### config.mk
export PLATFORM = sky130hd
export DESIGN_NAME = clkgen_ctrl
export DESIGN_NICKNAME = d
export VERILOG_FILES = /design/src/rtl/clkgen_pkg.sv /design/src/rtl/clkgen_ctrl_cfg.sv /design/src/rtl/clkgen_ctrl.sv
export SDC_FILE = /design/constraint.sdc
export NUM_CORES = 1
export LEC_CHECK = 0
export ABC_CLOCK_PERIOD_IN_PS = 4600
export CORE_MARGIN = 2
export CORE_UTILIZATION = 30
export DETAILED_ROUTE_END_ITERATION = 7
export GPL_TIMING_DRIVEN = 0
export MAX_ROUTING_LAYER = met4
export SYNTH_ARGS = -nofsm -noshare
export SYNTH_HDL_FRONTEND = slang
export SYNTH_SLANG_ARGS = --single-unit
### constraint.sdc
create_clock -name clkin -period 4.6 [get_ports clkin]
set_input_delay 0.92 -clock clkin [delete_from_list [all_inputs] [get_ports clkin]]
set_output_delay 0.92 -clock clkin [all_outputs]
set_load 0.005 [all_outputs]
### src/rtl/clkgen_pkg.sv
// Shared constants for the square-wave clock divider controller.
package clkgen_pkg;

  localparam logic [1:0] IDLE     = 2'd0;
  localparam logic [1:0] RUN      = 2'd1;
  localparam logic [1:0] STOPPING = 2'd2;

  localparam int unsigned DEFAULT_LIMIT = 25000;
  localparam int unsigned MIN_LIMIT     = 1;

endpackage

### src/rtl/clkgen_ctrl_cfg.sv
// Divisor config port: holds one accepted divisor until the main FSM applies it.
module clkgen_ctrl_cfg #(
  parameter int unsigned CNT_W = 32
) (
  input  logic             clkin,
  input  logic             rst,
  input  logic             cfg_valid,
  input  logic [CNT_W-1:0] cfg_limit,
  input  logic             apply,
  output logic             cfg_ready,
  output logic             pending,
  output logic [CNT_W-1:0] shadow
);
  import clkgen_pkg::*;

  logic accept;

  assign cfg_ready = !pending;
  assign accept    = cfg_valid && !pending;

  // apply can only fire while pending is set, so it never races an accept.
  always_ff @(posedge clkin or posedge rst) begin
    if (rst) begin
      shadow  <= '0;
      pending <= 1'b0;
    end else if (accept) begin
      shadow  <= (cfg_limit == '0) ? CNT_W'(MIN_LIMIT) : cfg_limit;
      pending <= 1'b1;
    end else if (apply) begin
      pending <= 1'b0;
    end
  end

endmodule

### src/rtl/clkgen_ctrl.sv
// Square-wave clock divider with start/stop sequencing and glitch-free divisor updates.
module clkgen_ctrl #(
  parameter int unsigned      CNT_W         = 32,
  parameter logic [CNT_W-1:0] DEFAULT_LIMIT = CNT_W'(clkgen_pkg::DEFAULT_LIMIT)
) (
  input  logic             clkin,
  input  logic             rst,
  input  logic             run,
  input  logic             cfg_valid,
  input  logic [CNT_W-1:0] cfg_limit,
  output logic             cfg_ready,
  output logic             clkout,
  output logic             tick,
  output logic             busy,
  output logic             pending
);
  import clkgen_pkg::*;

  logic [1:0]       state;
  logic [CNT_W-1:0] count;
  logic [CNT_W-1:0] cnt_next;
  logic [CNT_W-1:0] active_limit;
  logic [CNT_W-1:0] shadow;
  logic             toggle;
  logic             falling;
  logic             apply;

  assign cnt_next = count + CNT_W'(1);
  assign toggle   = (state != IDLE) && (cnt_next >= active_limit);
  assign falling  = toggle && clkout;
  // Divisor swaps only at the 1->0 edge (or while idle) so no half-period is cut short.
  assign apply    = pending && ((state == IDLE) || falling);
  assign busy     = (state != IDLE);

  clkgen_ctrl_cfg #(
    .CNT_W(CNT_W)
  ) u_cfg (
    .clkin    (clkin),
    .rst      (rst),
    .cfg_valid(cfg_valid),
    .cfg_limit(cfg_limit),
    .apply    (apply),
    .cfg_ready(cfg_ready),
    .pending  (pending),
    .shadow   (shadow)
  );

  always_ff @(posedge clkin or posedge rst) begin
    if (rst) begin
      state        <= IDLE;
      count        <= '0;
      clkout       <= 1'b0;
      tick         <= 1'b0;
      active_limit <= DEFAULT_LIMIT;
    end else begin
      if (apply) begin
        active_limit <= shadow;
      end
      tick <= toggle;

      if (state == IDLE) begin
        count  <= '0;
        clkout <= 1'b0;
      end else if (toggle) begin
        count  <= '0;
        clkout <= ~clkout;
      end else begin
        count <= cnt_next;
      end

      case (state)
        IDLE: begin
          if (run) state <= RUN;
        end
        RUN: begin
          if (!run) begin
            if (!clkout && !toggle) begin
              state <= IDLE;
              count <= '0;
            end else begin
              state <= STOPPING;
            end
          end
        end
        STOPPING: begin
          if (falling)  state <= IDLE;
          else if (run) state <= RUN;
        end
        default: state <= IDLE;
      endcase
    end
  end

endmodule

---- Word level (Yosys, flattened, before mapping) ----
Index checks and enable logic that the tools add are counted.
operators by class
  add/subtract/negate cells ............... 1
  $mul .................................... 0
  divide/modulo/power cells ............... 0
  $lt $le $gt $ge ......................... 1
  eq/ne operators ......................... 3
  shift operators ......................... 0
  mux-type cells .......................... 15
  bitwise gates (word level) .............. 1
  reduce and logical (&&, ||, !) cells .... 14
operator list
  kind                                                  number
  two-way mux 32 bit                                    6
  adder 32 x 1 -> 32 bit (second input constant)        1
  greater-or-equal comparator 32 bit                    1
  zero test 32 bit                                      1
  two-way mux 2 bit                                     4
  one-hot mux 2 bit (3 select lines)                    1
  nonzero test 2 bit                                    3
  logical AND 1 bit                                     5
  two-way mux 1 bit                                     4
  zero test 1 bit                                       3
  equality test 2 x 1 -> 1 bit (second input constant)  1
  equality test 2 bit (second input constant)           1
  zero test 2 bit                                       1
  inequality test 2 bit (second input constant)         1
  logical OR 1 bit                                      1
  NOT 1 bit                                             1
word-level totals
  flip-flop bits (word level) ............. 101
  bits in latches ......................... 0
  RAM bits ................................ 0
  ROM bits ................................ 0
  bits of input ports ..................... 36
  output and inout port bits .............. 5
  memories ................................ 0

---- Depth between registers and ports, before layout ----
  word-level depth ........................ 8
  depth in mapped cells ................... 14
  depth with buffers taken out ............ 12

---- Cells and area by module ----
A second synthesis with hierarchy kept.
second synthesis, totals
  cell total of the unflattened synthesis .. 478
  area, all modules ....................... 5,471.5 um^2
modules (own cells, without submodules)
  module           times used  cells each  area an instance (um^2)  seq. area each (um^2)
  clkgen_ctrl      1           393         4,043.9                  1,709.1
  clkgen_ctrl_cfg  1           85          1,427.6                  825.8

---- Least setup slack after synthesis ----
No wires, ideal clock.
  kind .................................... register to register
  start ................................... register count[2]
  end ..................................... register active_limit[16]
  setup time .............................. 126 ps
  data arrival time ....................... 3,612 ps
  data required time ...................... 4,474 ps
  path slack .............................. 862 ps
  cell stages (with the launch flop) ...... 14
  path buffers ............................ 1
  period minus slack after synthesis ...... 3,738 ps
  path through ............................ dfrtp_1 -> and4_1 -> nand4_1 -> nor4_1 -> nand3_1 -> xnor2_1 -> ha_1 -> nand4_1 -> nor4_1 -> and4_1 -> o31a_1 -> nor3_1 -> buf_2 -> a221o_1
between the ends
  word-level cells in the longest chain between the ends .. 6
RTL lines
  element                             line               RTL
  start, declared                     clkgen_ctrl.sv:20  logic [CNT_W-1:0] count;
  start signal, assigned              clkgen_ctrl.sv:68  count <= cnt_next;
  adder 32 x 1 -> 32 bit              clkgen_ctrl.sv:28  assign cnt_next = count + CNT_W'(1);
  greater-or-equal comparator 32 bit  clkgen_ctrl.sv:29  assign toggle = (state != IDLE) && (cnt_next >= active_limit);
  logical AND 1 bit                   clkgen_ctrl.sv:29
  logical AND 1 bit                   clkgen_ctrl.sv:30  assign falling = toggle && clkout;
  logical OR 1 bit                    clkgen_ctrl.sv:32  assign apply = pending && ((state == IDLE) || falling);
  logical AND 1 bit                   clkgen_ctrl.sv:32
  end signal, assigned                clkgen_ctrl.sv:57  active_limit <= shadow;
  end, declared                       clkgen_ctrl.sv:22  logic [CNT_W-1:0] active_limit;
No other way between the ends.
A chain may end at the register's enable or synchronous reset.

---- Worst setup path after layout ----
  start ................................... register count[0]
  end ..................................... register active_limit[1]
Same word-level chain as after synthesis.

==> impl_metrics.env <==
export IMPL_status="completed"
export IMPL_die_area_sq_um=18700
export IMPL_synth_edf_count=0
export IMPL_grt_pass1_vias=4098
export IMPL_synthTopCellsByCount="dfrtp_1 (95), nand2_1 (76), inv_1 (55)"
export IMPL_grt_pass1_wl_um=20500
export IMPL_rrSetupSlack_ns=0.37
export IMPL_synth_cells=535
export IMPL_intPower_mw=1.73
export IMPL_rows=48
export IMPL_start_kind="flop"
export IMPL_pin_count=41
export IMPL_grt_usage_pct=14.3
export IMPL_worst_r2r_endpoint="active_limit[1]"
export IMPL_arrival_ns=4.44
export IMPL_globalplace_congestion=0.847
export IMPL_insertion_delay_ns=0.35
export IMPL_cts_tree="yes"
export IMPL_die_height_um=137
export IMPL_switchingPower_mw=0.663
export IMPL_firstDrtPassIters=5
export IMPL_rr_worst_depth=13
export IMPL_yosysMostFrequentCell="dfrtp_1"
export IMPL_worstMarginPinSlew_ns=0.585
export IMPL_endpoint="active_limit[1]"
export IMPL_wl_um=12400
export IMPL_antenna_cells=0
export IMPL_slowest_delay_ns=0.49
export IMPL_drt_iter0_markers=221
export IMPL_final_cells=819
export IMPL_slowest_stage="nor3_1"
export IMPL_die_x_um=137
export IMPL_overflow=0
export IMPL_drive_gt1_share_pct=7.91
export IMPL_hp_class="flop to flop"
export IMPL_critPathLaunch="count[0]"
export IMPL_power_share_clock_pct=34.8
export IMPL_crit_path_max_fanout=10
export IMPL_synth_flop_cell="dfrtp_1"
export IMPL_vias=4044
export IMPL_final_nets=658
export IMPL_finalMaxSlewViolations=0
export IMPL_synth_top_cell_area_share_pct=45.0
export IMPL_htreeDepth=3
export IMPL_dp_cells=801
export IMPL_combPwrFrac_pct=18.0
export IMPL_synth_seq_cells=101
export IMPL_synth_cell_types=40
export IMPL_avgSynthCellArea_sq_um=9.87
export IMPL_synth_area_leaders="dfrtp_1 (45%), ha_1 (7.8%), nand2_1 (5.4%)"
export IMPL_switching_share_pct=27.7
export IMPL_clockBufferDepth=2
export IMPL_grt_max_degree=71
export IMPL_root_buffer="clkbuf_16"
export IMPL_pwr_share_seq_pct=47.2
export IMPL_initial_utilization_pct=30.6
export IMPL_layout_setup_ws_ns=0.366
export IMPL_avgViaCountPerCell=4.94
export IMPL_worst_hold_slack_ns=0.505
export IMPL_post_route_drc_count=0
export IMPL_ir_worst_vdd_mv=0.169
export IMPL_synth_area_sq_um=5280
export IMPL_finClkSkew_ns=0.00630
export IMPL_leakagePower_nw=3.14
export IMPL_postLayoutCoreUtil_pct=37.0
export IMPL_dp_slack_ns=-0.137
export IMPL_critPathKind="flop to flop"
export IMPL_finalCritPeriodShare_pct=92.0
export IMPL_ant_nets=0
export IMPL_clk_pin_slew_ns=0.07
export IMPL_powerDensity_nw_per_um2=375
export IMPL_ys_async_sr_fraction_pct=100
export IMPL_antenna_found_initial=0
export IMPL_dp_hpwl_um=9460
export IMPL_setup_tns_ns=0
export IMPL_hold_viol=0
export IMPL_cts_sinks=101
export IMPL_rr_startpoint="count[0]"
export IMPL_ys_seq_area_share_pct=48.0
export IMPL_syn_num_nets=604
export IMPL_final_fill_count=1643
export IMPL_required_ns=4.80
export IMPL_core_sq_um=17200
export IMPL_max_freq_mhz=236
export IMPL_worstSetupEndpointType="flop"
export IMPL_ys_warn_count=0
export IMPL_setup_viol=0
export IMPL_port_buffers=40
export IMPL_period_needed_ns=4.23
export IMPL_wire_per_inst_um=15.2
export IMPL_synth_largest_area_cell="dfrtp_1"
export IMPL_path_cells="ha_1 -> nand4_1 -> nor3_1 -> nand2_1 -> xnor2_1 -> ha_1 -> nand4_1 -> nor4_1 -> and4_1 -> o31ai_1 -> nand2_1 -> clkbuf_1 -> o221ai_1"
export IMPL_cts_buffers=9
export IMPL_cap_violations=0
export IMPL_maxSlewHeadroom_pct=61.0
export IMPL_area_delta_synth_final_pct=20.7
-- how the worst min path moves through the flow --
| stage | startpoint | end | slack, ns | cells past startpoint |
|---|---|---|---|---|
| final | state[1] | state[0] | 0.50 | 1 |
| after global routing | u_cfg.shadow[19] | u_cfg.shadow[19] | 0.53 | 1 |
| after detailed placement | u_cfg.shadow[19] | active_limit[19] | 0.49 | 1 |
| after floorplan | state[1] | state[0] | 0.46 | 1 |
| after global placement | state[1] | state[0] | 0.47 | 1 |
| after CTS | state[1] | state[0] | 0.50 | 1 |
-- worst max-delay path: cells and delay by family (launching register included) --
kind / cells / cell delay, ns
adder cells (fa/ha/maj): 2 / 0.60
flip-flops: 1 / 0.47
AND/OR/NAND/NOR: 7 / 2.10
XOR/XNOR: 1 / 0.18
AO/OA/AOI/OAI: 2 / 0.32
buffers and inverters: 1 / 0.42
-- power groups by stage --
stage	logic, mW	clock network [mW]	registers [mW]
after detailed placement	0.425	0	1.14
after global routing	0.483	0.873	1.15
final	0.432	0.832	1.13
after floorplan	0.293	0	1.11
after global placement	0.403	0	1.14
after CTS	0.430	0.844	1.13
-- layout make-up --
cell class              instances  area [sq um]  share of cell area [%]
plain buffers                  20          86.3                    1.35
clock buffers                  11           243                    3.81
clock inverters                 5          83.8                    1.32
inverters                      55           209                    3.28
multi-input cells             359          2490                    39.1
flip-flops and latches        101          2530                    39.8
well taps                     225           282                    4.42
repair buffers                 43           443                    6.95
-- layer usage --
layer | vias to the layer above | share of wire, % | GRT usage, %
li1 | 1971 | - | -
met1 | 1982 | 48 | 18.7
met2 | 75 | 48 | 23.1
met3 | 16 | 2.7 | 1.04
met4 | 0 | 2.1 | 6.31
met5 | - | 0 | -
-- kinds of logic after synthesis --
kind of cell	share of synthesized area [%]
mux	2.98
simple gates	18.5
xor+xnor	4.97
buf+inv	5.52
compound gates	12.2
flops	48.0
fa+ha+maj	7.82
-- registers in the layout (all words and copies together), names as in the netlist --
name           cells
active_limit      32
count             32
u_cfg.shadow      32
state              2
clkout             1
tick               1
u_cfg.pending      1
-- through the flow --
| step | total power, mW | instance area (sq um) |
|---|---|---|
| detailed placement | 1.57 | 5990 |
| finish | 2.39 | 6370 |
| global route | 2.50 | 6370 |
| global placement | 1.54 | 5960 |
| CTS | 2.40 | 6330 |
| floorplan | 1.41 | 5280 |
-- cells in the final DEF, fill, tap and decap left out, types with 11 or more instances in the layout --
cell             netlist  routed
nand3_1               14      14
nor2_1                14      14
xnor2_1               22      22
clkdlybuf4s50_1        0      40
and3_1                24      24
nor2b_1               16      16
nand4_1               11      11
dfrtp_1               95      95
ha_1                  33      33
mux2_2                14      14
o221ai_1              17      17
inv_1                 55      54
a221o_1               18      18
a21oi_1               13      13
o21ai_0               24      24
nand2_1               76      76
and2_1                16      16
clkbuf_1              17      17
-- timing repair --
item	4_1_cts	5_1_grt
hold buffers	0	0
resized for setup	2	5
setup buffers	0	2
endpoints found under the setup margin	31	45
pin swaps	0	2
(Power assumes the default switching activity.)
